<file path="src/rtl/sweep_pkg.sv">
// Shared definitions for the triangle-sweep controller and its helpers.
package sweep_pkg;

    typedef enum logic [2:0] {
        ST_IDLE = 3'd0,
        ST_UP   = 3'd1,
        ST_TOP  = 3'd2,
        ST_DOWN = 3'd3,
        ST_BOT  = 3'd4
    } state_e;

    localparam logic UP_DIR = 1'b0;
    localparam logic DN_DIR = 1'b1;

    localparam logic [4:0] CNT_MIN = 5'd0;
    localparam logic [4:0] CNT_MAX = 5'd31;

endpackage

</file>
<file path="src/rtl/sweep_ctrl_dwell_timer.sv">
// Loadable down-counter with a zero flag, shared by the top and bottom holds.
module dwell_timer #(
    parameter int DW = 4
) (
    input  logic          clk_i,
    input  logic          rst_ni,
    input  logic          load_i,
    input  logic          dec_i,
    input  logic [DW-1:0] load_val_i,
    output logic          zero_o
);

    logic [DW-1:0] count_q;

    // Load takes priority; decrement saturates at zero.
    always_ff @(posedge clk_i or negedge rst_ni) begin
        if (!rst_ni) begin
            count_q <= '0;
        end else if (load_i) begin
            count_q <= load_val_i;
        end else if (dec_i && (count_q != '0)) begin
            count_q <= count_q - DW'(1);
        end
    end

    assign zero_o = (count_q == '0);

endmodule

</file>
<file path="src/rtl/sweep_ctrl.sv">
// Triangle-sweep controller driving the enable/direction of a 5-bit up/down counter.
module sweep_ctrl
    import sweep_pkg::*;
#(
    parameter int DW = 4
) (
    input  logic          clk,
    input  logic          rst,
    input  logic          start,
    input  logic          stop,
    input  logic [DW-1:0] cycles,
    input  logic [DW-1:0] dwell,
    input  logic          up_full,
    input  logic          down_empty,
    output logic          cnt_en,
    output logic          cnt_type,
    output logic          busy,
    output logic          done,
    output logic [2:0]    phase
);

    state_e        state_q, state_d;
    logic [DW-1:0] cycles_q;
    logic [DW-1:0] dwell_q;
    logic [DW-1:0] period_q;
    logic [DW-1:0] period_next;
    logic          busy_q;
    logic          done_q, done_d;
    logic          latch_d;
    logic          period_inc_d;
    logic          timer_load_d;
    logic          timer_dec_d;
    logic          timer_zero;

    assign period_next = period_q + DW'(1);

    dwell_timer #(.DW(DW)) u_dwell_timer (
        .clk_i      (clk),
        .rst_ni     (rst),
        .load_i     (timer_load_d),
        .dec_i      (timer_dec_d),
        .load_val_i (dwell_q - DW'(1)),
        .zero_o     (timer_zero)
    );

    // Next-state decode; stop overrides everything once the sweep is running.
    always_comb begin
        state_d      = state_q;
        done_d       = 1'b0;
        latch_d      = 1'b0;
        period_inc_d = 1'b0;
        timer_load_d = 1'b0;
        timer_dec_d  = 1'b0;
        case (state_q)
            ST_IDLE: begin
                if (start && !stop) begin
                    state_d = ST_UP;
                    latch_d = 1'b1;
                end
            end
            ST_UP: begin
                if (stop) begin
                    state_d = ST_IDLE;
                end else if (up_full) begin
                    if (dwell_q == '0) begin
                        state_d = ST_DOWN;
                    end else begin
                        state_d      = ST_TOP;
                        timer_load_d = 1'b1;
                    end
                end
            end
            ST_TOP: begin
                if (stop) begin
                    state_d = ST_IDLE;
                end else if (timer_zero) begin
                    state_d = ST_DOWN;
                end else begin
                    timer_dec_d = 1'b1;
                end
            end
            ST_DOWN: begin
                if (stop) begin
                    state_d = ST_IDLE;
                end else if (down_empty) begin
                    period_inc_d = 1'b1;
                    if ((cycles_q != '0) && (period_next == cycles_q)) begin
                        state_d = ST_IDLE;
                        done_d  = 1'b1;
                    end else if (dwell_q == '0) begin
                        state_d = ST_UP;
                    end else begin
                        state_d      = ST_BOT;
                        timer_load_d = 1'b1;
                    end
                end
            end
            ST_BOT: begin
                if (stop) begin
                    state_d = ST_IDLE;
                end else if (timer_zero) begin
                    state_d = ST_UP;
                end else begin
                    timer_dec_d = 1'b1;
                end
            end
            default: begin
                state_d = ST_IDLE;
            end
        endcase
    end

    // State, latched configuration, period count and registered status outputs.
    always_ff @(posedge clk or negedge rst) begin
        if (!rst) begin
            state_q  <= ST_IDLE;
            cycles_q <= '0;
            dwell_q  <= '0;
            period_q <= '0;
            busy_q   <= 1'b0;
            done_q   <= 1'b0;
        end else begin
            state_q <= state_d;
            busy_q  <= (state_d != ST_IDLE);
            done_q  <= done_d;
            if (latch_d) begin
                cycles_q <= cycles;
                dwell_q  <= dwell;
                period_q <= '0;
            end else if (period_inc_d) begin
                period_q <= period_next;
            end
        end
    end

    // Enable is gated by the end flags and by stop in the same cycle so the counter never wraps.
    always_comb begin
        cnt_en   = 1'b0;
        cnt_type = UP_DIR;
        case (state_q)
            ST_UP:   cnt_en = !up_full && !stop;
            ST_DOWN: cnt_en = !down_empty && !stop;
            default: cnt_en = 1'b0;
        endcase
        if ((state_q == ST_TOP) || (state_q == ST_DOWN)) begin
            cnt_type = DN_DIR;
        end
    end

    assign busy  = busy_q;
    assign done  = done_q;
    assign phase = state_q;

endmodule

</file>
<file path="config.mk">
export PLATFORM = sky130hd
export DESIGN_NAME = sweep_ctrl
export DESIGN_NICKNAME = d
export VERILOG_FILES = /design/src/rtl/sweep_pkg.sv /design/src/rtl/sweep_ctrl_dwell_timer.sv /design/src/rtl/sweep_ctrl.sv
export SDC_FILE = /design/constraint.sdc
export NUM_CORES = 1
export LEC_CHECK = 0
export CAP_MARGIN = 20
export CORE_MARGIN = 3
export CORE_UTILIZATION = 52
export CTS_BUF_LIST = sky130_fd_sc_hd__clkbuf_4 sky130_fd_sc_hd__clkbuf_8
export CTS_CLUSTER_DIAMETER = 200
export DETAILED_ROUTE_END_ITERATION = 8
export PLACE_DENSITY = 0.91
export SLEW_MARGIN = 30
export SYNTH_ARGS = -nofsm -noshare
export SYNTH_HDL_FRONTEND = slang
export SYNTH_SLANG_ARGS = --single-unit
export TNS_END_PERCENT = 20
</file>
<file path="constraint.sdc">
create_clock -name clk -period 3.9 [get_ports clk]
set_clock_uncertainty 0.05 [all_clocks]
set_input_delay 0.39 -clock clk [delete_from_list [all_inputs] [get_ports clk]]
set_output_delay 0.39 -clock clk [all_outputs]
set_load 0.01 [all_outputs]
</file>
### After elaboration in Yosys (flattened, before gate mapping)

Index checks and enable logic that the tools add are counted.

* input bits: 14
* register bits after elaboration: 21
* output and inout port bits: 7
* word-level logic and storage cells: 71

* reduce and logical (&&, ||, !) cells: 18
* equality and inequality tests: 5
* add/subtract/negate cells: 3
* multiplexer cells: 38

Operators by type and width (number)
* two-way mux 3 bit: 11
* two-way mux 1 bit: 20
* two-way mux 4 bit: 4
* case mux 3 bit (5 select lines): 1
* logical NOT 4 bit: 2
* nonzero test 4 bit: 2
* subtractor 4 x 1 -> 4 bit, second input constant: 2
* equality test 3 x 2 -> 1 bit, second input constant: 2
* logical AND 1 bit: 5
* adder 4 x 1 -> 4 bit, second input constant: 1
* equality test 4 bit: 1
* case mux 1 bit (2 select lines): 2
* nonzero test 2 bit: 2
* equality test 3 x 1 -> 1 bit, second input constant: 1
* equality test 3 bit, second input constant: 1
* logical NOT 1 bit: 3
* logical NOT 3 bit: 1
* nonzero test 3 bit: 1
* OR reduction 2 bit: 1
* logical OR 1 bit: 1

### Longest topological paths before layout

* word-level depth: 8
* depth in mapped cells: 10
* depth with buffers taken out: 10

### By module

From an unflattened synthesis, not the netlist that was laid out.

* cells, all modules: 120
* area, all modules: 1217.4 um2

By module, submodules not included
* sweep_ctrl: cells an instance 93, times used 1, seq. area each 425.4 um2, area an instance 947.2 um2
* dwell_timer: cells an instance 27, times used 1, seq. area each 100.1 um2, area an instance 270.3 um2

### Worst setup path before layout

No wires, ideal clock.

* kind: reg2reg
* start: register state_q[2] (netlist: phase[2])
* end: register u_dwell_timer.count_q[1]
* required time: 3.759 ns
* clock period less this slack: 2.939 ns
* library setup time: 0.091 ns
* path slack: 0.961 ns
* path buffers: 1
* arrival time: 2.798 ns
* cell stages (with the launch flop): 10
* cell sequence: dfrtp_1 -> or2_1 -> clkbuf_1 -> nor2_4 -> o31ai_2 -> a2111oi_4 -> mux2i_1 -> ha_1 -> or4_1 -> o221ai_1

* longest elaborated chain between the ends: 5
* elaborated cells on any way between the ends: 10
* those cells by class: 4 x eq/ne; 3 x mux; 3 x reduce/logical

Ends and longest elaborated chain
* start, declared: line sweep_ctrl.sv:22 `state_e state_q, state_d;`
* start signal, assigned: line sweep_ctrl.sv:123 `state_q <= state_d;`
* equality test 3 x 2 -> 1 bit / equality test 3 bit (equally long branches): line sweep_ctrl.sv:54 `case (state_q)`
* OR reduction 2 bit (no line)
* two-way mux 1 bit
* logical AND 1 bit: line sweep_ctrl_dwell_timer.sv:21 `end else if (dec_i && (count_q != '0)) begin`
* nonzero test 2 bit (no line)
* end signal, assigned: line sweep_ctrl_dwell_timer.sv:20 `count_q <= load_val_i;`
* end signal, assigned: line sweep_ctrl_dwell_timer.sv:22 `count_q <= count_q - DW'(1);`
* end, declared: line sweep_ctrl_dwell_timer.sv:13 `logic [DW-1:0] count_q;`

Parallel ways exist; a longest one is shown, timed or not.
A chain may end at the register's enable or synchronous reset.

### Worst setup path after layout

* start: register period_q[0]
* end: register u_dwell_timer.count_q[1]

* longest elaborated chain between the ends: 8
* elaborated cells on any way between the ends: 9
* those cells by class: 1 x add/sub; 1 x eq/ne; 5 x mux; 2 x reduce/logical

Ends and longest elaborated chain
* start, declared: line sweep_ctrl.sv:25 `logic [DW-1:0] period_q;`
* start signal, assigned: line sweep_ctrl.sv:131 `period_q <= period_next;`
* adder 4 x 1 -> 4 bit *: line sweep_ctrl.sv:35 `assign period_next = period_q + DW'(1);`
* equality test 4 bit *: line sweep_ctrl.sv:87 `if ((cycles_q != '0) && (period_next == cycles_q)) begin`
* logical AND 1 bit *: line sweep_ctrl.sv:87
* two-way mux 1 bit *: line sweep_ctrl.sv:87
* two-way mux 1 bit *: line sweep_ctrl.sv:85 `end else if (down_empty) begin`
* two-way mux 1 bit *: line sweep_ctrl.sv:83 `if (stop) begin`
* case mux 1 bit (2 select lines) *: line sweep_ctrl.sv:54
* two-way mux 4 bit / nonzero test 2 bit (equally long branches)

Mark *: on every way between the ends. The rest lies on a longest branch, timed or not.

==> results_dict.tcl <==
set metrics [dict create \
    antenna_found_initial 0 \
    num_io_pins 21 \
    ys_types 35 \
    antenna_cells 0 \
    synthMuxAreaShare_pct 12.9 \
    fmax_mhz 314 \
    finalSetupTns_ns 0 \
    yosysSeqAreaShare_pct 45.1 \
    crit_fanout 6 \
    drt_pass1_iterations 4 \
    r2r_setup_slack_ns 0.72 \
    coreArea_mm2 0.00204 \
    drive_gt1_share_pct 14.3 \
    grt.overflow.total 0 \
    hold_violations 0 \
    synth_ff_type "dfrtp_1" \
    cts_tree "done" \
    endpoint_kind "flip-flop" \
    synthArstFlopShare_pct 100 \
    drc_errors 0 \
    setup_viol 0 \
    p_leak_nw 0.573 \
    pwr_density_cell_mw_per_mm2 457 \
    p_total_uw 652 \
    fin_crit_sh_pct 81.6 \
    synth_top_family_by_area "simple AND/OR/NAND/NOR gates" \
    rsz0062_at_grt "no" \
    max_cap_violations 0 \
    drt_iter0_markers 14 \
    io_buffers 20 \
    required_ns 4.07 \
    synth_nets 127 \
    num_vias 916 \
    hpwl_um 1750 \
    slew_headroom_pct 48.0 \
    cts_sinks 21 \
    num_rows 16 \
    grt_pass1_vias 873 \
    antenna_left 0 \
    worstPathArrival_ns 3.36 \
    cts_root_buf "clkbuf_4" \
    fillers 181 \
    max-clock-path-buffers 2 \
    outcome "complete, no violations" \
    place_area_mm2 0.00139 \
    slew_viol_final 0 \
    peakVddDrop_mv 0.298 \
    utilization_pct 69.8 \
    cts_max_level 1 \
    numCtsBuffers 3 \
    grt_pass1_wl_um 3830 \
    nets 150 \
    detail_route.wl_per_cell_um 13.9 \
    crit_type "flip-flop to flip-flop" \
    start_util_pct 57.1 \
    die_y_um 53.4 \
    syn_inst 111 \
    synth_seq_cells 21 \
    synth-xor-area-share_pct 8.26 \
    whs_ns 0.502 \
    synthesis.area_mm2 0.00117 \
    synth_fa_ha_area_share_pct 2.15 \
    vias_per_cell 5.73 \
    post_cts_buffers 0 \
    startpoint_type "flip-flop" \
    path_clk_slew_ns 0.11 \
    fin_area_mm2 0.00143 \
    synth-edff-count 0 \
    routed_wl_um 2230 \
    worst_slew_pin_slew_ns 0.773 \
    finalCriticalPeriod_ns 3.18 \
    synth-compound-area-share_pct 10.6 \
    syn_avg_cell_area_um2 10.5 \
    synthToLayoutAreaGrowth_pct 22.2 \
    hold_class "input pin to async pin" \
    track_usage_pct 19.0 \
    yosys_warnings 0 \
    gp_congestion 0.813 \
    die_w_um 53.4 \
    fp.dieArea_mm2 0.00285 \
    grt_start_max_net_pins 22 \
    synthSimpleGateAreaFrac_pct 18.9 \
    clk_latency_ns 0.30 \
]
-- synthesized netlist by cell type, types with 2 or more instances --
library cell / count / area share (%)
mux2_2: 8 / 7.7
dfrtp_1: 21 / 45
ha_1: 2 / 2.1
inv_1: 2 / 0.64
buf_2: 2 / 0.86
nor2b_1: 3 / 1.6
mux2i_1: 6 / 5.2
xnor2_1: 7 / 5.3
nor4_1: 3 / 1.6
clkbuf_1: 2 / 0.64
nand3_1: 2 / 0.86
nor3_1: 2 / 0.86
o21ai_0: 2 / 0.86
nor2_1: 12 / 3.9
xor2_1: 4 / 3.0
a21oi_1: 3 / 1.3
nand2_1: 12 / 3.9
-- power breakdown --
part	total, mW	switching (mW)	leakage (nW)	internal, mW
registers	0.329	0.0581	0.266	0.271
clock network	0.110	0.0634	0.0184	0.0469
logic	0.212	0.0964	0.289	0.116
total	0.652	0.218	0.573	0.434
-- layout by cell type, fill, tap and decap left out, types with 2 or more instances in the layout --
master           instances
clkdlybuf4s50_1         19
nand3_1                  2
inv_1                    2
clkbuf_4                 4
nor2_1                  12
xor2_1                   4
nor3_1                   2
xnor2_1                  7
mux2i_1                  6
a21oi_1                  3
ha_1                     2
nor4_1                   3
nand2_1                 12
mux2_2                   8
o21ai_0                  2
dfrtp_1                 21
nor2b_1                  3
-- flip-flops by register name (all words and copies together) (netlist names) --
| signal | cells |
|---|---|
| done | 1 |
| u_dwell_timer.count_q | 4 |
| period_q | 4 |
| phase | 3 |
| cycles_q | 4 |
| busy | 1 |
| dwell_q | 4 |
-- per-layer routing --
layer  global-route usage (%)  vias up  part of all wire, %
met5                        0        -                    0
met4                     11.9        0                  1.6
met3                     3.10        4                  4.3
met2                     31.8       25                   51
met1                     22.3      452                   43
li1                         -      435                    -
-- timing repair --
action,4_1_cts,5_1_grt
resized for setup,0,0
hold endpoints to repair,0,21
hold buffers,0,1
-- path summary, 6_finish.rpt --
kind / startpoint / to / cells after the start
setup / recovery: period_q[0] / u_dwell_timer.count_q[1] / 9
hold / removal: rst / cycles_q[3] / 2
setup reg to reg: period_q[0] / u_dwell_timer.count_q[1] / 9
hold reg to reg: u_dwell_timer.count_q[3] / u_dwell_timer.count_q[3] / 2
max in group asynchronous: rst / u_dwell_timer.count_q[1] / 2
min in group clk: u_dwell_timer.count_q[3] / u_dwell_timer.count_q[3] / 2
-- critical path, cell delays in order (launching register included) --
cell	delay, ns
dfrtp_1	0.45
nand3_1	0.13
xor2_1	0.20
mux2i_1	0.30
o31ai_2	0.16
a2111oi_4	0.63
mux2i_1	0.27
ha_1	0.27
or4_1	0.47
o221ai_1	0.18
-- cell families (layout without fill, tap and decap cells) --
| group | after synthesis | count (layout) |
|---|---|---|
| DFF | 21 | 21 |
| and+or+nand+nor | 43 | 43 |
| xor gates and xnor gates | 11 | 11 |
| AOI/OAI and AO/OA | 14 | 14 |
| buffers and inverters | 6 | 28 |
| muxes | 14 | 14 |
| adders and majority gates | 2 | 2 |
-- cell type report --
| cell class | instances | area (um^2) | share of cell area [%] |
|---|---|---|---|
| inverter | 2 | 7.51 | 0.527 |
| multi-input combinational | 84 | 616 | 43.2 |
| timing repair buffer | 22 | 213 | 14.9 |
| clock buffer | 4 | 30.0 | 2.11 |
| sequential | 21 | 526 | 36.9 |
| tap | 27 | 33.8 | 2.37 |
-- metrics by stage --
stage	setup WS (ns)	instances
2_1_floorplan	0.961	111
3_3_place_gp	0.608	155
3_5_place_dp	0.485	155
4_1_cts	0.715	159
5_1_grt	0.476	160
6_report	0.717	160
Note: power is estimated with default switching activity, not from simulation.
